## src/rtl/mc_cu.sv

```systemverilog
// mc_cu: multicycle control unit for a shared-memory-port MIPS subset CPU.
// Walks the datapath through IF, ID, EXE, MEM and WB. Fetch and data accesses
// wait on a ready handshake that has a bounded wait.
// Optional build macro: ILLEGAL_TRAP_EN. When it is defined, an undefined
// instruction parks the unit in TRAP until reset. When it is not defined,
// an undefined instruction behaves as a nop.
//
// Memory handshake: mem_req is high for every cycle spent in IF or MEM. An
// access completes in the cycle where mem_req and mem_ready are both high.
// In that cycle the completing strobes (wir/wpc, or wmem) take effect and the
// state advances. mem_ready has no effect in any other state.
module mc_cu #(
    parameter int MEM_WAIT_LIMIT = 16,
    parameter int CNT_W          = 5
) (
    input  logic       clock,
    input  logic       reset,
    input  logic [5:0] op,
    input  logic [5:0] func,
    input  logic       z,
    input  logic       mem_ready,
    output logic       mem_req,
    output logic       iord,
    output logic       wmem,
    output logic       wir,
    output logic       wpc,
    output logic       wreg,
    output logic       regrt,
    output logic       jal,
    output logic       m2reg,
    output logic       shift,
    output logic       alusrca,
    output logic [1:0] alusrcb,
    output logic       sext,
    output logic [3:0] aluc,
    output logic [1:0] pcsource,
    output logic       mem_timeout,
    output logic [2:0] state
);

    typedef enum logic [2:0] {
        S_IF   = 3'd0,
        S_ID   = 3'd1,
        S_EXE  = 3'd2,
        S_MEM  = 3'd3,
        S_WB   = 3'd4,
        S_TRAP = 3'd5
    } state_t;

    localparam logic [5:0] OP_RTYPE = 6'b000000;
    localparam logic [5:0] OP_J     = 6'b000010;
    localparam logic [5:0] OP_JAL   = 6'b000011;
    localparam logic [5:0] OP_BEQ   = 6'b000100;
    localparam logic [5:0] OP_BNE   = 6'b000101;
    localparam logic [5:0] OP_ADDI  = 6'b001000;
    localparam logic [5:0] OP_ANDI  = 6'b001100;
    localparam logic [5:0] OP_ORI   = 6'b001101;
    localparam logic [5:0] OP_XORI  = 6'b001110;
    localparam logic [5:0] OP_LUI   = 6'b001111;
    localparam logic [5:0] OP_LW    = 6'b100011;
    localparam logic [5:0] OP_SW    = 6'b101011;

    localparam logic [5:0] F_ADD = 6'b100000;
    localparam logic [5:0] F_SUB = 6'b100010;
    localparam logic [5:0] F_AND = 6'b100100;
    localparam logic [5:0] F_OR  = 6'b100101;
    localparam logic [5:0] F_XOR = 6'b100110;
    localparam logic [5:0] F_SLL = 6'b000000;
    localparam logic [5:0] F_SRL = 6'b000010;
    localparam logic [5:0] F_SRA = 6'b000011;
    localparam logic [5:0] F_JR  = 6'b001000;

    localparam logic [3:0] ALU_ADD = 4'b0000;
    localparam logic [3:0] ALU_SUB = 4'b0100;
    localparam logic [3:0] ALU_AND = 4'b0001;
    localparam logic [3:0] ALU_OR  = 4'b0101;
    localparam logic [3:0] ALU_XOR = 4'b0010;
    localparam logic [3:0] ALU_LUI = 4'b0110;
    localparam logic [3:0] ALU_SLL = 4'b0011;
    localparam logic [3:0] ALU_SRL = 4'b0111;
    localparam logic [3:0] ALU_SRA = 4'b1111;

    // Counter value at which a still-waiting access gives up.
    localparam logic [CNT_W-1:0] LIMIT_M1 = CNT_W'(MEM_WAIT_LIMIT - 1);

    state_t           state_q, state_d;
    logic [CNT_W-1:0] cnt_q, cnt_d;

    logic       is_r, r_legal, r_shift, r_jr;
    logic [3:0] r_aluc;
    logic       i_alu, i_lw, i_sw, i_lui;
    logic       legal;
    logic       wait_state, timeout_hit;

    // Instruction decode: R-type function class and ALU code, plus legality.
    always_comb begin
        is_r    = (op == OP_RTYPE);
        r_legal = 1'b1;
        r_shift = 1'b0;
        r_jr    = 1'b0;
        r_aluc  = ALU_ADD;
        unique case (func)
            F_ADD:   r_aluc = ALU_ADD;
            F_SUB:   r_aluc = ALU_SUB;
            F_AND:   r_aluc = ALU_AND;
            F_OR:    r_aluc = ALU_OR;
            F_XOR:   r_aluc = ALU_XOR;
            F_SLL:   begin r_aluc = ALU_SLL; r_shift = 1'b1; end
            F_SRL:   begin r_aluc = ALU_SRL; r_shift = 1'b1; end
            F_SRA:   begin r_aluc = ALU_SRA; r_shift = 1'b1; end
            F_JR:    r_jr = 1'b1;
            default: r_legal = 1'b0;
        endcase
        i_alu = (op == OP_ADDI) || (op == OP_ANDI) || (op == OP_ORI) || (op == OP_XORI);
        i_lui = (op == OP_LUI);
        i_lw  = (op == OP_LW);
        i_sw  = (op == OP_SW);
        legal = (is_r && r_legal) || i_alu || i_lui || i_lw || i_sw ||
                (op == OP_BEQ) || (op == OP_BNE) || (op == OP_J) || (op == OP_JAL);
    end

    assign wait_state  = (state_q == S_IF) || (state_q == S_MEM);
    assign timeout_hit = (MEM_WAIT_LIMIT > 0) && wait_state && !mem_ready && (cnt_q == LIMIT_M1);

    // State and wait-counter registers.
    always_ff @(posedge clock or posedge reset) begin
        if (reset) begin
            state_q <= S_IF;
            cnt_q   <= '0;
        end else begin
            state_q <= state_d;
            cnt_q   <= cnt_d;
        end
    end

    // Wait counter: counts unanswered cycles in IF/MEM and restarts on every transition or abort.
    always_comb begin
        if ((state_d != state_q) || timeout_hit) begin
            cnt_d = '0;
        end else if (wait_state && !mem_ready) begin
            cnt_d = cnt_q + CNT_W'(1);
        end else begin
            cnt_d = cnt_q;
        end
    end

    // Next-state and datapath control for the current state.
    always_comb begin
        state_d     = state_q;
        mem_req     = 1'b0;
        iord        = 1'b0;
        wmem        = 1'b0;
        wir         = 1'b0;
        wpc         = 1'b0;
        wreg        = 1'b0;
        regrt       = 1'b0;
        jal         = 1'b0;
        m2reg       = 1'b0;
        shift       = 1'b0;
        alusrca     = 1'b0;
        alusrcb     = 2'b00;
        sext        = 1'b0;
        aluc        = ALU_ADD;
        pcsource    = 2'b00;
        mem_timeout = 1'b0;

        unique case (state_q)
            S_IF: begin
                mem_req = 1'b1;
                alusrcb = 2'b01;
                if (timeout_hit) begin
                    // The PC is left alone, so the same address is fetched again.
                    mem_timeout = 1'b1;
                end else if (mem_ready) begin
                    wir     = 1'b1;
                    wpc     = 1'b1;
                    state_d = S_ID;
                end
            end
            S_ID: begin
                // The ALU computes PC+(imm<<2) so that ALUout holds the branch target for EXE.
                alusrcb = 2'b11;
                if (op == OP_J) begin
                    wpc      = 1'b1;
                    pcsource = 2'b11;
                    state_d  = S_IF;
                end else if (op == OP_JAL) begin
                    wpc      = 1'b1;
                    pcsource = 2'b11;
                    wreg     = 1'b1;
                    jal      = 1'b1;
                    state_d  = S_IF;
                end else if (is_r && r_jr) begin
                    wpc      = 1'b1;
                    pcsource = 2'b10;
                    state_d  = S_IF;
                end else if (!legal) begin
`ifdef ILLEGAL_TRAP_EN
                    state_d = S_TRAP;
`else
                    state_d = S_IF;
`endif
                end else begin
                    state_d = S_EXE;
                end
            end
            S_EXE: begin
                alusrca = 1'b1;
                state_d = S_IF;
                if (is_r) begin
                    alusrcb = 2'b00;
                    shift   = r_shift;
                    aluc    = r_aluc;
                    state_d = S_WB;
                end else begin
                    unique case (op)
                        OP_ADDI: begin alusrcb = 2'b10; sext = 1'b1; aluc = ALU_ADD; state_d = S_WB; end
                        OP_ANDI: begin alusrcb = 2'b10; aluc = ALU_AND; state_d = S_WB; end
                        OP_ORI:  begin alusrcb = 2'b10; aluc = ALU_OR;  state_d = S_WB; end
                        OP_XORI: begin alusrcb = 2'b10; aluc = ALU_XOR; state_d = S_WB; end
                        OP_LUI:  begin alusrcb = 2'b10; aluc = ALU_LUI; state_d = S_WB; end
                        OP_LW, OP_SW: begin
                            alusrcb = 2'b10;
                            sext    = 1'b1;
                            aluc    = ALU_ADD;
                            state_d = S_MEM;
                        end
                        OP_BEQ, OP_BNE: begin
                            alusrcb = 2'b00;
                            sext    = 1'b1;
                            aluc    = ALU_SUB;
                            if ((op == OP_BEQ) ? z : !z) begin
                                wpc      = 1'b1;
                                pcsource = 2'b01;
                            end
                        end
                        default: state_d = S_IF;
                    endcase
                end
            end
            S_MEM: begin
                mem_req = 1'b1;
                iord    = 1'b1;
                if (timeout_hit) begin
                    // The aborted access is dropped and the whole instruction is refetched.
                    mem_timeout = 1'b1;
                    state_d     = S_IF;
                end else begin
                    wmem = i_sw;
                    if (mem_ready) begin
                        state_d = i_lw ? S_WB : S_IF;
                    end
                end
            end
            S_WB: begin
                wreg    = 1'b1;
                regrt   = i_alu || i_lui || i_lw;
                m2reg   = i_lw;
                state_d = S_IF;
            end
            S_TRAP: begin
`ifdef ILLEGAL_TRAP_EN
                state_d = S_TRAP;
`else
                state_d = S_IF;
`endif
            end
            default: state_d = S_IF;
        endcase

        // While reset is asserted, no strobe or select may leak out.
        if (reset) begin
            mem_req     = 1'b0;
            iord        = 1'b0;
            wmem        = 1'b0;
            wir         = 1'b0;
            wpc         = 1'b0;
            wreg        = 1'b0;
            regrt       = 1'b0;
            jal         = 1'b0;
            m2reg       = 1'b0;
            shift       = 1'b0;
            alusrca     = 1'b0;
            alusrcb     = 2'b00;
            sext        = 1'b0;
            aluc        = 4'b0000;
            pcsource    = 2'b00;
            mem_timeout = 1'b0;
        end
    end

    assign state = reset ? 3'd0 : state_q;

endmodule

```

## config.mk

```make
export PLATFORM = sky130hd
export DESIGN_NAME = mc_cu
export DESIGN_NICKNAME = d
export VERILOG_FILES = /design/src/rtl/mc_cu.sv
export SDC_FILE = /design/constraint.sdc
export NUM_CORES = 1
export LEC_CHECK = 0
export ABC_AREA = 1
export BUFFER_PORTS_ARGS = -buffer_cell sky130_fd_sc_hd__buf_2
export CORE_ASPECT_RATIO = 1.5
export CORE_MARGIN = 1
export CORE_UTILIZATION = 40
export CTS_CLUSTER_SIZE = 14
export DETAILED_ROUTE_END_ITERATION = 8
export PLACE_DENSITY = 0.74
export SYNTH_ARGS = -nofsm -noshare
export SYNTH_HDL_FRONTEND = slang
export SYNTH_SLANG_ARGS = --single-unit
```

## constraint.sdc

```tcl
create_clock -name clock -period 2.2 [get_ports clock]
set_input_delay 0.33 -clock clock [delete_from_list [all_inputs] [get_ports clock]]
set_output_delay 0.33 -clock clock [all_outputs]
set_load 0.02 [all_outputs]
```

# [Word-level counts from Yosys, hierarchy flattened]
# Cells that the tools add are included.
[classes] n_eq_ne=25 bitwise=0 muxes=77 shift=0 n_reduce_logical=33 div_mod_pow=0 multipliers=0 n_addsub=1 order_cmp=0
[op_table] op="$mux 1" n=46
[op_table] op="$eq 6x6->1 const B" n=7
[op_table] op="$eq 6x4->1 const B" n=6
[op_table] op="$pmux 4 s7" n=1
[op_table] op="$eq 6x2->1 const B" n=4
[op_table] op="$mux 2" n=11
[op_table] op="$mux 3" n=7
[op_table] op="$logic_or 1x1->1" n=15
[op_table] op="$pmux 3 s5" n=1
[op_table] op="$eq 6x3->1 const B" n=2
[op_table] op="$logic_not 6->1" n=2
[op_table] op="$mux 4" n=3
[op_table] op="$pmux 3 s4" n=1
[op_table] op="$mux 5" n=2
[op_table] op="$reduce_or 5->1" n=2
[op_table] op="$reduce_or 9->1" n=1
[op_table] op="$reduce_or 7->1" n=1
[op_table] op="$eq 3x2->1 const B" n=2
[op_table] op="$pmux 2 s3" n=1
[op_table] op="$pmux 3 s2" n=1
[op_table] op="$reduce_or 2->1" n=3
[op_table] op="$add 5x1->5 const B" n=1
[op_table] op="$eq 5x4->1 const B" n=1
[op_table] op="$logic_and 1x1->1" n=4
[op_table] op="10 further kinds" n=11
[totals] elab_cells=138 register_bits=8 output_inout_bits=24 latch_bits=0 ramBits=0 memories=0 input_bits=16 rom_bits=0

# [Depth between registers and ports, before layout]
# Gate-level depths: netlist of the first run.
[logic_depth] depth_word=20 mapped_depth=10 depth_no_buf=10

# [Worst setup path after synthesis of the first run]
# Ideal clock, no wire load.
[synth_path] kind="flip-flop to output port" start="register state_q[0]" end="output aluc[2]" path_slack_ns=0.281 path_buffers=0 stages_incl_launch_ff=6 required_time_ns=1.870 arrival_ns=1.589 path_cell_list="dfrtp_1 nor3_4 nand2_1 inv_1 nand2_1 o21ai_0"
[synth_between] elab_chain_len=3
[synth_rtl] item="from (decl)" line_no="86" text="state_t state_q, state_d;"
[synth_rtl] item="from (signal assigned)" line_no="131" text="state_q <= state_d;"
[synth_rtl] item="$eq 3x2->1" line_no="167" text="unique case (state_q)"
[synth_rtl] item="$mux 4" line_no="167"
[synth_rtl] item="$mux 4" line_no="272" text="if (reset) begin"
[synth_rtl] item="to (decl)" line_no="35" text="output logic [3:0] aluc,"
# Every way passes these cells.

# [Final worst setup path of the first run]
[layout_path] start="register state_q[0]" end="output wpc"
[layout_between] elab_chain_len=7 elab_cells_between_ends=10 cone_classes="eq/ne (3); mux (3); reduce/logical (4)"
[layout_rtl] item="$eq 3x2->1 or $logic_not 3->1 (tied branches)" line_no="122, 167"
[layout_rtl] item="$logic_or 1x1->1" line_no="122" text="assign wait_state = (state_q == S_IF) || (state_q == S_MEM);"
[layout_rtl] item="$logic_and 1x1->1 (2 in series)" line_no="123" text="assign timeout_hit = (MEM_WAIT_LIMIT > 0) && wait_state && !mem_ready && (cnt_q == LIMIT_M1);"
[layout_rtl] item="$mux 1" line_no="171" text="if (timeout_hit) begin"
[layout_rtl] item="$pmux 1 s3 *" line_no="167"
[layout_rtl] item="$mux 1 *" line_no="272"
[layout_rtl] item="to (decl)" line_no="26" text="output logic wpc,"
# Mark *: on every way between the ends. The rest lies on a longest branch, timed or not.

==> results.json, run 1 <==
{
  "status": "complete, no violations",
  "rows": 21,
  "tightest_slew_ns": 0.454,
  "floorplan.initialDensity_pct": 43.0,
  "cts_htree_levels": 1,
  "cp.arrival_ns": 1.71,
  "drc_errors": 0,
  "cts_root_buf": "clkbuf_4",
  "grt_pass1_wl_um": 4310,
  "power_density_nw_per_um2": 351,
  "coreArea_um2": 2290,
  "use_met2_pct": 38.8,
  "place_ws_ns": 0.307,
  "grt_antenna_before_repair": 0,
  "worstSetupPathType": "flip-flop to primary output",
  "postLayoutSetupSlackWorst_ns": 0.163,
  "worstPathRequired_ns": 1.87,
  "period_minus_slack_ns": 2.04,
  "dieWidth_um": 42.5,
  "gp_congestion": 0.805,
  "end_kind": "primary output",
  "tritoncts": "done",
  "synth_seq_area_share_pct": 20.4,
  "synth_top_area_share_pct": 20.4,
  "post_drt_via_cell_ratio": 4.97,
  "cts_buffers": 3,
  "hold_viol": 0,
  "drt-wirelength-per-cell_um": 10.5,
  "min_period_over_period_pct": 92.6,
  "placedInstanceArea_um2": 1210,
  "slew_viol_final": 0,
  "drv_cap": 0,
  "io_pins": 40,
  "syn2layout_area_growth_pct": 27.8,
  "fin_util_pct": 54.9,
  "stdcell_area_um2": 1250,
  "overflow": 0,
  "setup_viol": 0,
  "crit_fanout": 5,
  "place_inst": 233,
  "die-area_um2": 2660,
  "synth_cell_type_count": 28,
  "synthArstFlopShare_pct": 100,
  "die_y_um": 62.7,
  "cts_buffer_depth": 2,
  "gr-max-usage-layer": "met2",
  "grt_pass1_vias": 1082,
  "fin_tns_setup_ns": 0,
  "ys_ff_latch": 8,
  "routed-via-count": 1184,
  "worst_hold_slack_ns": 0.211,
  "synth_edf_count": 0,
  "drt_iter0_drc": 23,
  "layout.nets": 235,
  "first_pass_iters": 5,
  "max_freq_mhz": 491,
  "synth_top_area_cell": "dfrtp_1",
  "fin_cells": 238,
  "synth-main-ff-cell": "dfrtp_1",
  "avgSynthCellArea_um2": 5.74,
  "worst_ir_drop_vdd_mv": 0.293,
  "portBuffers": 39,
  "dp_hpwl_um": 2120,
  "finalPower_uw": 440,
  "holdBufCountCts": 0,
  "min_path_type": "input port to async pin",
  "clock-sinks": 8,
  "mappedNetlistNets": 189,
  "clk_pin_slew_ns": 0.05,
  "p_leak_nw": 0.724,
  "antenna_cells": 0,
  "syn-cell-area_um2": 982,
  "grt_util_all_layers_pct": 20.2,
  "drive_gt1_share_pct": 27.4,
  "critPathLaunchType": "flip-flop",
  "grt_max_degree": 16,
  "n_fill_cell": 243,
  "synthCells": 171,
  "synth_area_leaders": "dfrtp_1 (20%), nor2_1 (15%), nand2_1 (14%), inv_1 (12%), nand3_1 (6.6%)",
  "routed_wl_um": 2510,
  "relSlewSlack_pct": 69.5,
  "use_met3_pct": 1.73,
  "clock_skew_ns": 0.00356,
  "yosysWarnings": 0,
  "clk_latency_ns": 0.25,
  "met1_usage_pct": 23.0,
  "ant_nets": 0
}
synthesized netlist by cell type, types with 2 or more instances:
cell,instances
dfrtp_1,8
inv_1,31
xnor2_1,2
nor2_2,2
nor3_4,2
a21oi_1,8
nor2_1,38
nand4_1,2
a31oi_1,2
nand2_1,37
inv_2,2
nor3_1,4
nand3_1,13
ha_1,2
o21ai_0,3
o211ai_1,2
o21a_1,2
flip-flops by register name, indices dropped and copies added (netlist names):
| register | cells |
|---|---|
| cnt_q | 5 |
| state_q | 3 |
power breakdown:
group | switching, mW | internal [mW] | total, mW
combinational | 0.0998 | 0.0566 | 0.156
sequential | 0.0139 | 0.162 | 0.176
clock | 0.0462 | 0.0622 | 0.108
cells in the final DEF, fill, tap and decap left out:
cell      instances
nand2_1          37
buf_4             3
inv_2             2
o21a_1            2
nor2_2            2
nor2_4            1
o21ai_0           3
nor3b_2           1
o31ai_2           1
dfrtp_2           2
a211oi_1          1
dfrtp_1           6
nand4_2           1
nor2_1           38
and2_1            1
clkbuf_4          3
ha_1              2
nor3_1            4
xor2_1            1
o211ai_1          2
or2_2             1
nor3_4            2
o21bai_1          1
a21oi_1           8
nor3_2            1
nand4_1           2
a31oi_1           2
buf_2            39
xnor2_1           2
nand3_1          13
inv_1            31
worst max-delay path, cell delays in order (launching register included):
cell,delay (ns)
dfrtp_1,0.44
nor3_4,0.30
nand2_1,0.12
nor3b_2,0.21
a21oi_1,0.07
a21oi_1,0.14
buf_2,0.18
routing by layer:
metal  up-vias  routed length [um]
met5         -                   0
met4         0                  23
met3         4                  72
met2        27                1380
met1       526                1030
li1        627                   -
cell type report:
type / instances / area [um2] / area share [%]
repair buffers: 42 / 218 / 17.3
clock buffers: 3 / 22.5 / 1.79
multi-input cells: 129 / 659 / 52.5
well taps: 23 / 28.8 / 2.29
inverters: 33 / 124 / 9.87
flip-flops and latches: 8 / 203 / 16.2
kinds of logic (layout without fill, tap and decap cells):
kind of cell / Yosys count / count (layout) / synth area share, %
AND/OR/NAND/NOR: 104 / 104 / 49.2
adder cells (fa/ha/maj): 2 / 2 / 2.55
AO/OA/AOI/OAI: 20 / 20 / 12.2
buffers and inverters: 34 / 78 / 13.0
flip-flops: 8 / 8 / 20.4
XOR/XNOR: 3 / 3 / 2.68
worst paths after layout:
check / startpoint / end / slack, ns / depth (start not counted)
hold / removal: reset / cnt_q[3]$_DFFE_PP0P_ / 0.21 / 3
setup reg to reg: cnt_q[0]$_DFFE_PP0P_ / cnt_q[4]$_DFFE_PP0P_ / 0.35 / 10
hold reg to reg: cnt_q[0]$_DFFE_PP0P_ / cnt_q[0]$_DFFE_PP0P_ / 0.47 / 1
max in group asynchronous: reset / state_q[2]$_DFF_PP0_ / 1.84 / 3
min in group clock: mem_ready / state_q[0]$_DFF_PP0_ / 0.40 / 3
setup / recovery: state_q[0]$_DFF_PP0_ / wpc / 0.16 / 6
repair_timing:
action                                  CTS  global route
setup buffers                             0             2
gates resized for setup                   0             3
endpoints found under the setup margin    0             4
No activity file was read; power rests on OpenSTA's default activity.
==> run 2: changes to the inputs <==
GPL_ROUTABILITY_DRIVEN = 1   (was unset)
MAX_ROUTING_LAYER = met4   (was unset)
==> run 2 against run 1 <==
Against the previous run:
- sequential share of layout area is the same
- clock power is essentially flat
- die area is the same
- final area is the same
- setup slack lost 0.00068 ns
- power is essentially flat
- combinational power is essentially flat
- critical endpoint unchanged
- largest cell class unchanged
==> results.json, run 2 (same netlist as run 1, synthesis figures left out) <==
{
  "status": "complete, no violations",
  "cts_buffer_depth": 2,
  "r2r_cells": 10,
  "cp.arrival_ns": 1.71,
  "drv_cap": 0,
  "wl_met3_um": 67,
  "cts_root_buf": "clkbuf_4",
  "ff2ff_setup_slack_ns": 0.35,
  "critPathLaunchType": "flip-flop",
  "clock_skew_ns": 0.00344,
  "crit_top_cell": "a21oi_1",
  "layout.nets": 235,
  "cts_buffers": 3,
  "worst-path-buf-inv": 2,
  "holdBufCountCts": 0,
  "grt_pass1_wl_um": 4310,
  "p_leak_nw": 0.724,
  "crit_fanout": 6,
  "routed-via-count": 1188,
  "syn2layout_area_growth_pct": 27.8,
  "power.internal_uw": 280,
  "clk_pin_slew_ns": 0.05,
  "gp_congestion": 0.817,
  "routed_wl_um": 2510,
  "post_drt_via_cell_ratio": 4.99,
  "clk_latency_ns": 0.25,
  "io_pins": 40,
  "period_minus_slack_ns": 2.04,
  "die_y_um": 62.7,
  "fin_tns_setup_ns": 0,
  "min_path_type": "input port to async pin",
  "highest_layer": "met4",
  "seq_power_share_pct": 39.9,
  "wl_met2_um": 1380,
  "path_delay_family": "simple AND/OR/NAND/NOR gates",
  "drc_errors": 0,
  "dp_hpwl_um": 2120,
  "worstSetupPathType": "flip-flop to primary output",
  "pwr-share-comb_pct": 35.5,
  "tightest_slew_ns": 0.460,
  "grt_antenna_before_repair": 0,
  "worst-path-stages": 7,
  "setup_viol": 0,
  "pwr-share-clk_pct": 24.6,
  "worst_ir_drop_vdd_mv": 0.294,
  "ant_nets": 0,
  "swShare_pct": 36.4,
  "end_kind": "primary output",
  "relSlewSlack_pct": 69.1,
  "path_cells": "inv_2 > nor3_4 > nand2_1 > nor3b_2 > a21oi_1 > a21oi_1 > buf_2",
  "power_density_nw_per_um2": 351,
  "crit_path_top_delay_cell": "dfrtp_2",
  "rr_endpoint": "cnt_q[4]$_DFFE_PP0P_",
  "max_freq_mhz": 491,
  "min_period_over_period_pct": 92.6,
  "die-area_um2": 2660,
  "drive_gt1_share_pct": 27.4,
  "floorplan.initialDensity_pct": 43.0,
  "r2r-start": "cnt_q[0]$_DFFE_PP0P_",
  "drt_iter0_drc": 23,
  "wl_met1_um": 1040,
  "worstSetupStartpoint": "state_q[1]$_DFF_PP0_",
  "worst_hold_slack_ns": 0.209,
  "slew_viol_final": 0,
  "tritoncts": "done",
  "grt_max_degree": 16,
  "reg_top3": "cnt_q: 5 flops, state_q: 3 flops",
  "dieWidth_um": 42.5,
  "rows": 21,
  "grt_pass1_vias": 1083,
  "cts_htree_levels": 1,
  "hold_viol": 0,
  "coreArea_um2": 2290,
  "worstPathRequired_ns": 1.87,
  "portBuffers": 39,
  "grt_util_all_layers_pct": 20.7,
  "first_pass_iters": 5,
  "drt-wirelength-per-cell_um": 10.5,
  "layout_common_cells": "buf_2 (39), nor2_1 (38), nand2_1 (37)",
  "largest_reg_flops": 5,
  "clock-sinks": 8,
  "overflow": 0,
  "regMostFlops": "cnt_q",
  "final_common_cell": "buf_2",
  "p_sw_uw": 160,
  "antenna_cells": 0,
  "slowest_delay_ns": 0.41
}
[run 2: power groups by stage]
stage | Clock (mW) | Sequential (mW) | Combinational [mW]
after floorplan | 0 | 0.174 | 0.104
after global placement | 0 | 0.177 | 0.153
after detailed placement | 0 | 0.177 | 0.154
after CTS | 0.113 | 0.175 | 0.155
after global routing | 0.119 | 0.177 | 0.178
final | 0.108 | 0.176 | 0.156
[run 2: worst min-delay path: stages]
cell and delay [ns]:
buf_2 0.19, inv_1 0.10, buf_4 0.18
[run 2: repair_timing]
| action | in CTS | in global routing |
|---|---|---|
| setup endpoints to repair | 0 | 4 |
| resized for setup | 0 | 3 |
| setup buffers | 0 | 2 |
[run 2: cell type report]
type,count,area [um2]
timing repair buffer,42,218
sequential,8,203
inverter,33,124
multi-input combinational,129,659
clock buffer,3,22.5
tap,23,28.8
fill,243,1030
[run 2: layer usage]
layer | global-route usage [%] | vias up
li1 | - | 627
met1 | 23.0 | 530
met2 | 38.8 | 27
met3 | 1.73 | 4
met4 | 4.69 | 0
met5 | - | -
[run 2: worst max path at each step]
stage,to,slack (ns)
2_1_floorplan,aluc[2],0.28
3_3_place_gp,wpc,0.34
3_5_place_dp,wpc,0.31
4_1_cts,wpc,0.10
5_1_grt,wpc,-0.002
6_report,wpc,0.16
[run 2: stage by stage]
stage	util [%]	power (mW)	worst slack, ns	area [um2]	instances
finish	54.9	0.440	0.162	1250	238
global route	54.9	0.474	-0.00235	1250	238
CTS	53.9	0.442	0.102	1230	236
detailed placement	52.9	0.331	0.307	1210	233
global placement	52.9	0.330	0.341	1210	233
floorplan	-	0.278	0.281	982	171
==> run 3: changes to the inputs <==
CORE_MARGIN = 2   (was 1)
PLACE_DENSITY = 0.77   (was 0.74)
clock period = 1.8 ns   (was 2.2 ns; I/O delays follow)
==> run 3 against run 2 <==
Against the previous run:
- register-to-register slack lost 0.23 ns
- the run now ends with negative setup slack left
- critical endpoint unchanged
- sequential share of layout area shrank 2.4 points
- power grew 32%
- sequential cell count is the same
- first-iteration DRC count grew 17%
==> results.json, run 3 (same netlist as run 1, synthesis figures left out) <==
{
  "fin_util_pct": 61.0,
  "stdcell_area_um2": 1460,
  "tightest_slew_ns": 0.307,
  "portBuffers": 39,
  "antenna_cells": 0,
  "slew_viol_final": 0,
  "path_cells": "nor3_4 > nand2_2 > nor3b_2 > a21oi_1 > a21oi_1 > buf_4",
  "violations": "negative setup slack",
  "drt_iter0_drc": 27,
  "postLayoutSetupSlackWorst_ns": -0.0572,
  "drt-wirelength-per-cell_um": 10.5,
  "worstSetupStartpoint": "state_q[2]$_DFF_PP0_",
  "routed_wl_um": 2650,
  "worst_ir_drop_vdd_mv": 0.340,
  "cts_root_buf": "clkbuf_4",
  "slowest_delay_ns": 0.42,
  "crit_fanout": 3,
  "crit_top_cell": "a21oi_1",
  "finalPower_uw": 582,
  "io_pins": 40,
  "layout.nets": 247,
  "drive_gt1_share_pct": 39.2,
  "grt_max_degree": 16,
  "max_freq_mhz": 538,
  "status": "finished, violations left",
  "min_path_type": "input port to async pin",
  "setup_viol": 4,
  "post_drt_via_cell_ratio": 5.00,
  "largest_reg_flops": 5,
  "cts_htree_levels": 1,
  "highest_layer": "met4",
  "routed-via-count": 1254,
  "tritoncts": "done",
  "overflow": 0,
  "worstSetupPathType": "flip-flop to primary output",
  "cts_buffer_depth": 2,
  "wl_met2_um": 1590,
  "r2r-start": "cnt_q[0]$_DFFE_PP0P_",
  "wl_met1_um": 967,
  "die-area_um2": 2880,
  "regMostFlops": "cnt_q",
  "wl_met3_um": 70,
  "cts_buffers": 3,
  "coreArea_um2": 2390,
  "end_kind": "primary output",
  "grt_antenna_before_repair": 0,
  "p_leak_nw": 0.813,
  "fin_cells": 251,
  "min_period_over_period_pct": 103,
  "period_minus_slack_ns": 1.86,
  "rsz0062_at_grt": "yes",
  "relSlewSlack_pct": 79.4,
  "rows": 22,
  "drc_errors": 0,
  "n_fill_cell": 229,
  "grt_pass1_wl_um": 4340,
  "reg_top3": "cnt_q: 5 flops, state_q: 3 flops",
  "floorplan.initialDensity_pct": 41.0,
  "worst-path-buf-inv": 1,
  "dp_hpwl_um": 2140,
  "hold_viol": 0,
  "power_density_nw_per_um2": 398,
  "dieWidth_um": 44.5,
  "clock-sinks": 8,
  "path_delay_family": "simple AND/OR/NAND/NOR gates",
  "clock_skew_ns": 0.000839,
  "worstPathRequired_ns": 1.53,
  "holdBufCountCts": 0,
  "crit_path_top_delay_cell": "dfrtp_1",
  "die_y_um": 64.7,
  "syn2layout_area_growth_pct": 48.8,
  "first_pass_iters": 4,
  "placedInstanceArea_um2": 1260,
  "drv_cap": 0,
  "layout_common_cells": "nor2_1 (33), nand2_1 (33), buf_2 (28)",
  "ant_nets": 0,
  "grt_pass1_vias": 1169,
  "cp.arrival_ns": 1.59,
  "critPathLaunchType": "flip-flop",
  "clk_pin_slew_ns": 0.05,
  "place_inst": 240,
  "clk_latency_ns": 0.24,
  "grt_util_all_layers_pct": 20.1,
  "gp_congestion": 0.880
}
-- run 3: report_power, final --
group | switching, mW | total, mW | leakage, nW | internal (mW)
registers | 0.0158 | 0.214 | 0.107 | 0.198
logic | 0.139 | 0.239 | 0.693 | 0.100
clock network | 0.0532 | 0.129 | 0.0138 | 0.0758
total | 0.208 | 0.582 | 0.813 | 0.374
-- run 3: path summary, 6_finish.rpt --
check	cells after the start	to	slack, ns
worst max-delay path	6	wpc	-0.06
worst min-delay path	3	cnt_q[1]$_DFFE_PP0P_	0.23
worst max register to register	10	cnt_q[2]$_DFFE_PP0P_	0.12
worst min register to register	2	cnt_q[0]$_DFFE_PP0P_	0.54
max in group asynchronous	3	state_q[0]$_DFF_PP0_	1.42
min in group clock	3	state_q[0]$_DFF_PP0_	0.35
-- run 3: metrics by stage --
step	setup slack, ns	hold slack [ns]	TNS, ns
3_5_place_dp	-0.0117	0.398	-0.0409
3_3_place_gp	0.0288	0.401	0
2_1_floorplan	0.0813	0.102	0
6_report	-0.0572	0.232	-0.126
5_1_grt	-0.146	0.265	-0.910
4_1_cts	-0.0635	0.131	-0.181
-- run 3: repair_timing --
item                                    in CTS  in global routing
setup buffers                                7                  2
endpoints found under the hold margin        0                  0
pin swaps                                    6                 13
endpoints found under the setup margin      14                 19
gates resized for setup                     12                 29
-- run 3: per-layer routing --
layer,global-route usage [%],up-vias
met1,17.4,575
met5,-,-
met4,6.44,0
li1,-,655
met3,2.51,2
met2,40.9,22
-- run 3: layout make-up --
cell class	count	area, um2	share of cell area, %
repair buffers	54	347	23.7
multi-input cells	129	737	50.4
inverters	33	124	8.48
clock buffers	3	22.5	1.54
flip-flops and latches	8	201	13.8
well taps	24	30.0	2.05
-- run 3: worst reg2reg max path: cells and delay by family, from the launching register on --
family | cells | cell delay (ns)
buffers and inverters | 3 | 0.43
AOI/OAI and AO/OA | 1 | 0.14
adders and majority gates | 2 | 0.36
and+or+nand+nor | 4 | 0.30
DFF | 1 | 0.35
